--- src/rtl/uart_rx_ctrl_pkg.sv ---
// Shared types and defaults for the UART receive sequencer.
package uart_rx_ctrl_pkg;

    localparam int DW        = 8;
    localparam int BIT_TICKS = 434;

    typedef logic [DW-1:0] data_t;
    typedef logic          bit_t;

    typedef enum logic [2:0] {
        IDLE,
        START,
        DATA,
        STOP,
        BREAK
    } rx_state_e;

    typedef struct packed {
        bit_t shift_enb;
        bit_t shift_bit;
        bit_t hold;
        bit_t rx_valid;
        bit_t frame_err;
        bit_t busy;
    } rx_out_t;

    localparam rx_out_t RX_OUT_RST = '{1'b0, 1'b0, 1'b1, 1'b0, 1'b0, 1'b0};

endpackage

--- src/rtl/uart_rx_ctrl_baud_cnt.sv ---
// Modulo-TICKS counter with synchronous clear; flags the terminal and half-bit counts.
module uart_baud_cnt #(
    parameter int TICKS = 434
) (
    input  logic clk,
    input  logic rst,
    input  logic clr_i,
    output logic tc_o,
    output logic half_o
);

    localparam int             CW      = $clog2(TICKS);
    localparam logic [CW-1:0]  CNT_TC  = CW'(TICKS - 1);
    localparam logic [CW-1:0]  CNT_HLF = CW'(TICKS / 2 - 1);

    logic [CW-1:0] cnt_q;

    assign tc_o   = (cnt_q == CNT_TC);
    assign half_o = (cnt_q == CNT_HLF);

    always_ff @(posedge clk or negedge rst) begin
        if (!rst) begin
            cnt_q <= '0;
        end else if (clr_i || tc_o) begin
            cnt_q <= '0;
        end else begin
            cnt_q <= cnt_q + 1'b1;
        end
    end

endmodule

--- src/rtl/uart_rx_ctrl.sv ---
// UART receive sequencer: start-bit qualification, mid-bit sampling, shift-register control, stop-bit check.
//   state | meaning
//   IDLE  | line idle, waiting for a falling edge
//   START | qualifying start bit at half-bit point
//   DATA  | sampling DW data bits, one shift pulse each
//   STOP  | sampling stop bit, latch word or flag framing error
//   BREAK | line held low after framing error, wait for high
module uart_rx_ctrl #(
    parameter int DW        = uart_rx_ctrl_pkg::DW,
    parameter int BIT_TICKS = uart_rx_ctrl_pkg::BIT_TICKS
) (
    input  logic          clk,
    input  logic          rst,
    input  logic          en_i,
    input  logic          rx_i,
    input  logic [DW-1:0] data_i,
    output logic          shift_enb_o,
    output logic          shift_bit_o,
    output logic          hold_o,
    output logic [DW-1:0] rx_data_o,
    output logic          rx_valid_o,
    output logic          frame_err_o,
    output logic          busy_o
);

    import uart_rx_ctrl_pkg::*;

    localparam int            BW       = $clog2(DW + 1);
    localparam logic [BW-1:0] BIT_LAST = BW'(DW - 1);

    logic [1:0]    sync_q;
    logic          prev_q;
    logic          rx_s;
    logic          fall;
    rx_state_e     state_q;
    logic [BW-1:0] bit_cnt_q;
    rx_out_t       out_q;
    logic [DW-1:0] rx_data_q;
    logic          baud_clr;
    logic          baud_tc;
    logic          baud_half;

    assign rx_s = sync_q[1];
    assign fall = prev_q && !rx_s;

    // Counter is held at zero outside of a timed bit, so every entry into START begins at 0.
    assign baud_clr = !en_i || (state_q == IDLE) || (state_q == BREAK) ||
                      ((state_q == START) && baud_half);

    uart_baud_cnt #(
        .TICKS (BIT_TICKS)
    ) u_baud_cnt (
        .clk    (clk),
        .rst    (rst),
        .clr_i  (baud_clr),
        .tc_o   (baud_tc),
        .half_o (baud_half)
    );

    always_ff @(posedge clk or negedge rst) begin
        if (!rst) begin
            sync_q <= 2'b11;
            prev_q <= 1'b1;
        end else begin
            sync_q <= {sync_q[0], rx_i};
            prev_q <= rx_s;
        end
    end

    always_ff @(posedge clk or negedge rst) begin
        if (!rst) begin
            state_q   <= IDLE;
            bit_cnt_q <= '0;
            out_q     <= RX_OUT_RST;
            rx_data_q <= '0;
        end else begin
            out_q.shift_enb <= 1'b0;
            out_q.rx_valid  <= 1'b0;
            out_q.frame_err <= 1'b0;
            if (!en_i) begin
                state_q    <= IDLE;
                out_q.hold <= 1'b1;
                out_q.busy <= 1'b0;
            end else begin
                case (state_q)
                    IDLE: begin
                        if (fall) begin
                            state_q    <= START;
                            out_q.busy <= 1'b1;
                        end
                    end
                    START: begin
                        if (baud_half) begin
                            if (!rx_s) begin
                                state_q    <= DATA;
                                bit_cnt_q  <= '0;
                                out_q.hold <= 1'b0;
                            end else begin
                                state_q    <= IDLE;
                                out_q.busy <= 1'b0;
                            end
                        end
                    end
                    DATA: begin
                        if (baud_tc) begin
                            out_q.shift_enb <= 1'b1;
                            out_q.shift_bit <= rx_s;
                            bit_cnt_q       <= bit_cnt_q + 1'b1;
                            if (bit_cnt_q == BIT_LAST) begin
                                state_q <= STOP;
                            end
                        end
                    end
                    STOP: begin
                        // Hold rises one cycle into STOP so the last shift pulse still sees hold low.
                        out_q.hold <= 1'b1;
                        if (baud_tc) begin
                            out_q.busy <= 1'b0;
                            if (rx_s) begin
                                rx_data_q      <= data_i;
                                out_q.rx_valid <= 1'b1;
                                state_q        <= IDLE;
                            end else begin
                                out_q.frame_err <= 1'b1;
                                state_q         <= BREAK;
                            end
                        end
                    end
                    BREAK: begin
                        if (rx_s) begin
                            state_q <= IDLE;
                        end
                    end
                    default: begin
                        state_q    <= IDLE;
                        out_q.hold <= 1'b1;
                        out_q.busy <= 1'b0;
                    end
                endcase
            end
        end
    end

    assign shift_enb_o = out_q.shift_enb;
    assign shift_bit_o = out_q.shift_bit;
    assign hold_o      = out_q.hold;
    assign rx_data_o   = rx_data_q;
    assign rx_valid_o  = out_q.rx_valid;
    assign frame_err_o = out_q.frame_err;
    assign busy_o      = out_q.busy;

endmodule

--- config.mk ---
export PLATFORM = sky130hd
export DESIGN_NAME = uart_rx_ctrl
export DESIGN_NICKNAME = d
export VERILOG_FILES = /design/src/rtl/uart_rx_ctrl_pkg.sv /design/src/rtl/uart_rx_ctrl_baud_cnt.sv /design/src/rtl/uart_rx_ctrl.sv
export SDC_FILE = /design/constraint.sdc
export NUM_CORES = 1
export LEC_CHECK = 0
export BUFFER_PORTS_ARGS = -buffer_cell sky130_fd_sc_hd__buf_2
export CAP_MARGIN = 30
export CORE_ASPECT_RATIO = 0.9
export CORE_MARGIN = 3
export CORE_UTILIZATION = 35
export CTS_BUF_LIST = sky130_fd_sc_hd__clkbuf_16
export DETAILED_ROUTE_END_ITERATION = 8
export GPL_TIMING_DRIVEN = 0
export PLACE_DENSITY = 0.62
export SETUP_SLACK_MARGIN = 0.05
export SLEW_MARGIN = 20
export SYNTH_ARGS = -nofsm -noshare
export SYNTH_HDL_FRONTEND = slang
export SYNTH_SLANG_ARGS = --single-unit
--- constraint.sdc ---
create_clock -name clk -period 2.5 [get_ports clk]
set_clock_uncertainty 0.05 [all_clocks]
set_input_delay 0.25 -clock clk [delete_from_list [all_inputs] [get_ports clk]]
set_output_delay 0.25 -clock clk [all_outputs]
set_load 0.02 [all_outputs]
==> results of run 1 <==
## worst reg2reg max path, cell delays in order (launching register included)
cell	delay (ns)
dfrtp_1	0.40
inv_1	0.09
ha_1	0.17
nand4b_2	0.19
nor3_4	0.40
nand4_4	0.29
mux2_4	0.37
## per-stage QoR
stage / setup slack (ns) / cell area [um^2]
6_report: 0.427 / 2040
2_1_floorplan: 0.650 / 1640
5_1_grt: 0.271 / 2040
3_5_place_dp: 0.436 / 1850
4_1_cts: 0.415 / 2040
3_3_place_gp: 0.496 / 1850
## cells in the mapped netlist (all sizes together), types with 2 or more instances
cell type | count | area, um^2
a2111oi | 2 | 17.5
a21oi | 4 | 20.0
a22o | 2 | 17.5
a31o | 3 | 26.3
buf | 5 | 25.0
dfrtp | 29 | 726
dfstp | 4 | 105
ha | 4 | 50.1
inv | 7 | 26.3
mux2 | 11 | 154
nand2 | 10 | 37.5
nand3 | 7 | 35.0
nand4 | 2 | 27.5
nand4bb | 2 | 22.5
nor2 | 21 | 78.8
nor3 | 4 | 36.3
o21a | 2 | 15.0
or4 | 2 | 18.8
xnor2 | 7 | 61.3
## path summary, 6_finish.rpt
check,startpoint,to
setup / recovery,u_baud_cnt.cnt_q[1]$_DFF_PN0_,rx_data_o[0]$_DFFE_PN0P_
hold / removal,rst,rx_data_o[1]$_DFFE_PN0P_
setup reg to reg,u_baud_cnt.cnt_q[1]$_DFF_PN0_,rx_data_o[0]$_DFFE_PN0P_
max in group asynchronous,rst,u_baud_cnt.cnt_q[2]$_DFF_PN0_
hold reg to reg,sync_q[0]$_DFF_PN1_,sync_q[1]$_DFF_PN1_
min in group clk,rx_i,sync_q[0]$_DFF_PN1_
## power groups by stage
stage / clock network, W / registers, W / logic [W]
floorplan: 0 / 0.000557 / 0.0000261
global placement: 0 / 0.000556 / 0.0000540
detailed placement: 0 / 0.000556 / 0.0000559
CTS: 0.000798 / 0.000547 / 0.0000567
global route: 0.000829 / 0.000547 / 0.0000631
finish: 0.000792 / 0.000547 / 0.0000556
## state kept, by name (all words and copies together) (netlist names)
register          count
u_baud_cnt.cnt_q      9
rx_data_o             8
bit_cnt_q             4
state_q               3
sync_q                2
busy_o                1
frame_err_o           1
hold_o                1
prev_q                1
rx_valid_o            1
shift_bit_o           1
shift_enb_o           1
## per-layer routing
layer | wire, um | part of all wire | track usage
met3 | 125 | 0.038 | 0.0382
met2 | 1640 | 0.50 | 0.220
met5 | 0 | 0 | 0
met4 | 34 | 0.010 | 0.0466
met1 | 1490 | 0.45 | 0.154
## cell families (layout without fill, tap and decap cells)
kind of cell               count (synthesis)  count (layout)  synth area share
AOI/OAI and AO/OA                         19              19            0.0898
xor gates and xnor gates                   8               8            0.0426
adders and majority gates                  4               4            0.0304
buffers and inverters                     13              46            0.0335
DFF                                       33              33             0.505
muxes                                     11              11            0.0936
and+or+nand+nor                           56              56             0.205
## cell type report
class | count | area share
repair buffers | 25 | 0.0614
plain buffers | 6 | 0.0141
flip-flops and latches | 33 | 0.408
well taps | 62 | 0.0381
multi-input cells | 98 | 0.372
clock buffers | 5 | 0.0614
clock inverters | 3 | 0.0319
inverters | 7 | 0.0129
==> flow_summary.yaml, run 1 <==
timing:
  holdWs_ns: -0.0232
  slew_viol_final: 0
  tightest_slew_ns: 0.728
  min_period_ns: 2.07
  rsz0062_at_grt: "false"
  finalSetupViolCount: 0
  period_share: 0.829
  tns_ns: 0
  clock.fmax_ghz: 0.482
  slew_headroom: 0.515
  hold_violations: 29
setup_path:
  start_kind: "flop"
  reg2regPathDepth: 6
  critPathTopFamily: "simple AND/OR/NAND/NOR gates"
  cp_max_fo: 8
  path_cells: "inv_1 > ha_1 > nand4b_2 > nor3_4 > nand4_4 > mux2_4"
  cp.depth: 6
  max_stage_delay_ns: 0.40
  timing.reg2reg.setup_slack_ns: 0.43
  worst_path_max_delay_cell: "dfrtp_1"
  path_buf_inv: 1
  path_class: "reg -> reg"
  cp-end-kind: "flop"
  cp.required_ns: 2.61
  arrival_ns: 2.18
logic_synthesis:
  synth_seq_cells: 33
  synth_area_um2: 1640
  synth-edff-count: 0
  synth_cells: 144
  synth.avg_cell_area_um2: 11.4
  ys_warn_count: 0
  syn_nets: 160
  seq_area_frac_synth: 0.505
  synth-main-ff-cell: "dfrtp_1"
  ys_async_sr_fraction: 1.00
  synth.distinct_cells: 41
clocking:
  cts_buffer_depth: 2
  clock_latency_ns: 0.28
  cts_resized: 0
  root_buffer: "clkbuf_16"
  cts.sinks: 33
  cts_made_buffers: 5
  post-cts-setup-buffers: 0
  cts.hold.buffers_added: 0
  clkTransAtPathRegs_ns: 0.05
  cts-htree-levels: 2
  cts_tree: "done"
pwr:
  vdd_drop_max_uv: 356
  p_seq_frac: 0.393
  power.density_nw_per_um2: 685
  finalPower_w: 0.00139
  p_clk_frac: 0.568
  swShare: 0.189
  pwr-share-comb: 0.040
  p_switching_w: 0.000263
  p_leak_nw: 0.982
  p_int_w: 0.00113
job:
  drv_cap: 0
detailed_routing:
  drtIter0Drc: 53
  final_antenna_net_count: 0
  totalWireLength_um: 3290
  drc: 0
  wl_per_cell_um: 13.8
  via_per_inst: 4.86
  num_vias: 1162
  first_pass_iters: 4
die:
  die_h_um: 71.0
  die_w_um: 78.2
  num_rows: 23
  design.core.area_um2: 4490
  io_pins: 26
  start_util: 0.366
  dieArea_um2: 5560
global_route:
  grt_usage: 0.129
  overflow: 0
  grt_pass1_wl_um: 5580
  grt_max_degree: 34
  grt_pass1_vias: 1197
  antenna_found_initial: 0
status:
  violations: "negative hold slack"
  outcome: "finished, violations left"
final_layout:
  nets: 192
  layout_commonest_cell: "buf_2"
  n_antenna_cell: 0
  stdcell_count: 239
  fillers: 422
  layout-drive-gt1-share: 0.345
  area_delta_synth_final_pct: 23.9
  mostFrequentLayoutCells: "30 x buf_2, 29 x dfrtp_1, 21 x nor2_1"
  postLayoutCoreUtil: 0.454
  seq_area_um2: 831
  multi_input_area_um2: 758
place:
  place_congestion: 0.853
  portBuffers: 25
  dp_hpwl_um: 2250
  dp.cells: 231
min_path:
  worstHoldPathType: "in -> async"
Note: power is estimated with default switching activity, not from simulation.
==> run 2, diff against run 1 <==
--- a/config.mk
+++ b/config.mk
@@ -13,7 +13,7 @@
 export CTS_BUF_LIST = sky130_fd_sc_hd__clkbuf_16
 export DETAILED_ROUTE_END_ITERATION = 8
 export GPL_TIMING_DRIVEN = 0
-export PLACE_DENSITY = 0.62
+export PLACE_DENSITY = 0.64
 export SETUP_SLACK_MARGIN = 0.05
 export SLEW_MARGIN = 20
 export SYNTH_ARGS = -nofsm -noshare
==> constraint.sdc (replaced) <==
create_clock -name clk -period 1.8 [get_ports clk]
set_clock_uncertainty 0.05 [all_clocks]
set_input_delay 0.18 -clock clk [delete_from_list [all_inputs] [get_ports clk]]
set_output_delay 0.18 -clock clk [all_outputs]
set_load 0.02 [all_outputs]
==> run 2 against run 1 <==
The flow finishes with violations (negative setup slack). Total power grew 20%. Sequential share of layout area is 2.4 points lower. Clock-buffer cell count unchanged. Final cell count rose by 4.2%. Combinational power rose by 70%. Sequential power is 39% higher. Final area increased by 6.4%. Fmax is 9.2% higher. Largest cell class is now multi-input gates.
==> flow_summary.yaml, run 2 (synthesis results as in run 1) <==
die:
  start_util: 0.366
  io_pins: 26
  num_rows: 23
  die_w_um: 78.2
  dieArea_um2: 5560
  design.core.area_um2: 4490
  die_h_um: 71.0
setup_path:
  timing.reg2reg.setup_slack_ns: -0.1
  max_stage_delay_ns: 0.47
  arrival_ns: 2.01
  worst_path_max_delay_cell: "or4b_4"
  critPathTopFamily: "simple AND/OR/NAND/NOR gates"
  reg2regPathDepth: 6
  worstReg2RegEnd: "bit_cnt_q[0]$_DFFE_PN0P_"
  path_cells: "inv_2 > ha_4 > or4b_4 > nor3_4 > a31oi_4 > mux2_4"
  start_kind: "flop"
  path_buf_inv: 1
  r2r-start: "u_baud_cnt.cnt_q[1]$_DFF_PN0_"
  path_class: "reg -> reg"
  cp.required_ns: 1.91
  cp-end-kind: "flop"
  cp_max_fo: 3
global_route:
  grt_pass1_wl_um: 5690
  antenna_found_initial: 0
  grt_usage: 0.133
  grt_pass1_vias: 1187
  overflow: 0
  grt_max_degree: 34
timing:
  clock.fmax_ghz: 0.527
  rsz0062_at_grt: "true"
  finalSetupViolCount: 22
  layout_setup_ws_ns: -0.0993
  tns_ns: -0.983
  period_share: 1.06
  slew_viol_final: 0
  tightest_slew_ns: 0.723
  min_period_ns: 1.90
  hold_violations: 0
  slew_headroom: 0.518
detailed_routing:
  totalWireLength_um: 3420
  via_per_inst: 4.79
  first_pass_iters: 4
  num_vias: 1192
  drc: 0
  drtIter0Drc: 63
  final_antenna_net_count: 0
  wl_per_cell_um: 13.7
final_layout:
  mostFrequentLayoutCells: "29 x buf_2, 29 x dfrtp_1, 19 x nor2_1"
  nets: 202
  largest-register: "u_baud_cnt.cnt_q"
  n_antenna_cell: 0
  layout-drive-gt1-share: 0.428
  area_delta_synth_final_pct: 31.8
  postLayoutCoreUtil: 0.483
  largest_reg_flops: 9
min_path:
  worstHoldPathType: "in -> reg"
  hp-start: "data_i[5]"
  min_to: "rx_data_o[5]$_DFFE_PN0P_"
  hold_depth: 2
status:
  violations: "negative setup slack"
  outcome: "finished, violations left"
pwr:
  vdd_drop_max_uv: 495
  p_leak_nw: 1.04
  power.density_nw_per_um2: 772
clocking:
  cts_buffer_depth: 2
  clock_latency_ns: 0.28
  root_buffer: "clkbuf_16"
  cts_made_buffers: 5
  clkTransAtPathRegs_ns: 0.06
  cts-htree-levels: 2
  cts.sinks: 33
  cts_tree: "done"
place:
  dp_hpwl_um: 2190
  place_congestion: 0.773
  portBuffers: 25
job:
  drv_cap: 0
[run 2: routing by layer]
layer / up-vias / global-route usage / wire (um)
met5: - / 0 / 0
met1: 583 / 0.181 / 1610
met4: 0 / 0.0583 / 49
met2: 15 / 0.199 / 1670
met3: 4 / 0.0382 / 91
li1: 590 / - / -
[run 2: power by group]
group | internal [W] | leakage [nW] | total, W | switching [W]
clock | 0.000506 | 0.0696 | 0.000820 | 0.000313
sequential | 0.000754 | 0.446 | 0.000759 | 0.00000493
combinational | 0.0000388 | 0.523 | 0.0000945 | 0.0000557
total | 0.00130 | 1.04 | 0.00167 | 0.000374
[run 2: layout make-up]
type	instances	area, um^2
repair buffers	36	220
inverters	7	26.3
clock inverters	3	17.5
plain buffers	5	31.3
flip-flops and latches	33	831
multi-input cells	98	838
fillers	426	2320
well taps	62	77.6
clock buffers	5	125
[run 2: repair_timing]
item	CTS	global route
hold buffers	2	0
gates cloned	0	0
gates resized for setup	9	12
setup buffers	7	2
setup endpoints to repair	24	26
hold endpoints to repair	30	0
pin swaps	5	6
[run 2: per-stage QoR]
step	cells	setup slack [ns]	instance area [um^2]	total power (W)	hold slack, ns
after floorplan	144	-0.0123	1640	0.000810	-0.166
after global placement	231	-0.179	1850	0.000849	0.231
after detailed placement	231	-0.190	1850	0.000851	0.236
after CTS	248	-0.0797	2110	0.00169	0.0752
after global routing	249	-0.137	2170	0.00174	0.0743
final	249	-0.0993	2170	0.00167	0.0787
[run 2: worst max-delay path by stage]
stage               slack, ns                  endpoint                     startpoint  depth (start not counted)
floorplan               -0.01  bit_cnt_q[2]$_DFFE_PN0P_  u_baud_cnt.cnt_q[0]$_DFF_PN0_                          6
global placement        -0.18  bit_cnt_q[0]$_DFFE_PN0P_  u_baud_cnt.cnt_q[1]$_DFF_PN0_                          6
detailed placement      -0.19  bit_cnt_q[0]$_DFFE_PN0P_  u_baud_cnt.cnt_q[1]$_DFF_PN0_                          6
CTS                     -0.08  bit_cnt_q[2]$_DFFE_PN0P_  u_baud_cnt.cnt_q[1]$_DFF_PN0_                          6
global route            -0.14  bit_cnt_q[0]$_DFFE_PN0P_  u_baud_cnt.cnt_q[1]$_DFF_PN0_                          6
finish                   -0.1  bit_cnt_q[0]$_DFFE_PN0P_  u_baud_cnt.cnt_q[1]$_DFF_PN0_                          6
[run 2: worst reg2reg max path, stage by stage, from the launching register on]
cell	delay [ns]
dfrtp_1	0.39
inv_2	0.09
ha_4	0.13
or4b_4	0.47
nor3_4	0.24
a31oi_4	0.13
mux2_4	0.28
==> run 3, diff against run 2 <==
--- a/config.mk
+++ b/config.mk
@@ -10,7 +10,6 @@
 export CORE_ASPECT_RATIO = 0.9
 export CORE_MARGIN = 3
 export CORE_UTILIZATION = 35
-export CTS_BUF_LIST = sky130_fd_sc_hd__clkbuf_16
 export DETAILED_ROUTE_END_ITERATION = 8
 export GPL_TIMING_DRIVEN = 0
 export PLACE_DENSITY = 0.64
==> run 3 against run 2 <==
The flow still finishes with violations (negative setup slack). Sequential power is essentially flat. Clock power fell by 34%. Sequential share of layout area is 1.0 points higher. Final area decreased by 2.6%. Critical path type unchanged. Critical endpoint unchanged.
==> flow_summary.yaml, run 3 (synthesis results as in run 1) <==
status:
  outcome: "finished, violations left"
  violations: "negative setup slack"
setup_path:
  cp_max_fo: 3
  cp-end-kind: "flop"
  path_cells: "inv_2 > ha_4 > or4b_4 > nor3_4 > a31oi_4 > mux2_4"
  critPathTopFamily: "simple AND/OR/NAND/NOR gates"
  cp.required_ns: 1.92
  worst_path_max_delay_cell: "or4b_4"
  start_kind: "flop"
  path_class: "reg -> reg"
  max_stage_delay_ns: 0.47
  path_buf_inv: 1
  arrival_ns: 2.02
timing:
  slew_headroom: 0.505
  min_period_ns: 1.90
  clock.fmax_ghz: 0.527
  slew_viol_final: 0
  rsz0062_at_grt: "true"
  hold_violations: 0
  period_share: 1.05
  layout_setup_ws_ns: -0.0969
  tightest_slew_ns: 0.743
  finalSetupViolCount: 22
global_route:
  overflow: 0
  grt_pass1_vias: 1176
  antenna_found_initial: 0
  grt_max_degree: 34
  grt_pass1_wl_um: 5690
  grt_usage: 0.133
final_layout:
  fillers: 433
  layout-drive-gt1-share: 0.428
  n_antenna_cell: 0
  area_delta_synth_final_pct: 28.4
  largest_reg_flops: 9
  final_area_um2: 2110
  postLayoutCoreUtil: 0.470
  nets: 202
  mostFrequentLayoutCells: "29 x buf_2, 29 x dfrtp_1, 19 x nor2_1"
  largest-register: "u_baud_cnt.cnt_q"
detailed_routing:
  drtIter0Drc: 81
  totalWireLength_um: 3430
  wl_per_cell_um: 13.8
  num_vias: 1210
  final_antenna_net_count: 0
  first_pass_iters: 4
  dr_wl_met2_um: 1630
  top_layer: "met4"
  wl_met3_um: 122
  via_per_inst: 4.86
  drc: 0
  met1Wirelength_um: 1610
place:
  place_congestion: 0.773
  post-place-ws_ns: -0.190
  placed_area_um2: 1850
  dp_hpwl_um: 2190
  portBuffers: 25
clocking:
  cts_buffer_depth: 2
  clkTransAtPathRegs_ns: 0.07
  clock_latency_ns: 0.29
  cts.sinks: 33
  cts-htree-levels: 2
  cts_tree: "done"
  root_buffer: "clkbuf_8"
  cts_made_buffers: 5
job:
  drv_cap: 0
pwr:
  finalPower_w: 0.00140
  vdd_drop_max_uv: 470
  power.density_nw_per_um2: 662
  p_leak_nw: 1.01
die:
  die_w_um: 78.2
  start_util: 0.366
  design.core.area_um2: 4490
  dieArea_um2: 5560
  die_h_um: 71.0
  num_rows: 23
  io_pins: 26
min_path:
  worstHoldPathType: "in -> reg"
==> run 3: path summary, 6_finish.rpt <==
check / from / endpoint / slack [ns] / depth (start not counted)
min in group asynchronous: rst / rx_data_o[5]$_DFFE_PN0P_ / 0.44 / 2
min reg2reg: sync_q[0]$_DFF_PN1_ / sync_q[1]$_DFF_PN1_ / 0.31 / 0
max reg2reg: u_baud_cnt.cnt_q[1]$_DFF_PN0_ / bit_cnt_q[0]$_DFFE_PN0P_ / -0.1 / 6
max in group asynchronous: rst / shift_bit_o$_DFFE_PN0P_ / 0.77 / 2
max: u_baud_cnt.cnt_q[1]$_DFF_PN0_ / bit_cnt_q[0]$_DFFE_PN0P_ / -0.1 / 6
min: data_i[5] / rx_data_o[5]$_DFFE_PN0P_ / 0.07 / 2
==> run 3: final cells by class <==
type,instances,area (um^2),area share
Multi-Input combinational cell,98,838,0.397
Sequential cell,33,831,0.394
Timing Repair Buffer,36,220,0.104
Tap cell,62,77.6,0.0368
Clock buffer,5,68.8,0.0326
Buffer,5,31.3,0.0148
Inverter,7,26.3,0.0124
Clock inverter,3,17.5,0.00830
==> run 3: what timing repair did <==
| action | 4_1_cts | 5_1_grt |
|---|---|---|
| buffers inserted | 7 | 2 |
| cloned | 0 | 0 |
| gates resized for setup | 9 | 12 |
| hold endpoints to repair | 30 | 0 |
| pin swaps | 5 | 6 |
| setup endpoints to repair | 24 | 26 |
| hold buffers | 2 | 0 |
==> run 3: worst register-to-register path: stages (launching register included) <==
cell,delay (ns)
dfrtp_1,0.39
inv_2,0.09
ha_4,0.13
or4b_4,0.47
nor3_4,0.24
a31oi_4,0.13
mux2_4,0.28
==> run 3: power by group <==
| part | internal (W) | total [W] | switching, W |
|---|---|---|---|
| logic | 0.0000389 | 0.0000953 | 0.0000565 |
| clock network | 0.000266 | 0.000544 | 0.000277 |
| registers | 0.000753 | 0.000758 | 0.00000502 |
| total | 0.00106 | 0.00140 | 0.000339 |
==> run 3: stage by stage <==
step | cells | TNS (ns) | hold slack, ns
floorplan | 144 | -0.0205 | -0.166
global placement | 231 | -2.70 | 0.231
detailed placement | 231 | -3.30 | 0.236
CTS | 248 | -1.43 | 0.0628
global route | 249 | -2.76 | 0.0568
finish | 249 | -1.00 | 0.0694
==> run 3: metal layers <==
metal | vias up | GRT usage
li1 | 590 | -
met1 | 597 | 0.184
met2 | 17 | 0.195
met3 | 6 | 0.0382
met4 | 0 | 0.0583
met5 | - | 0
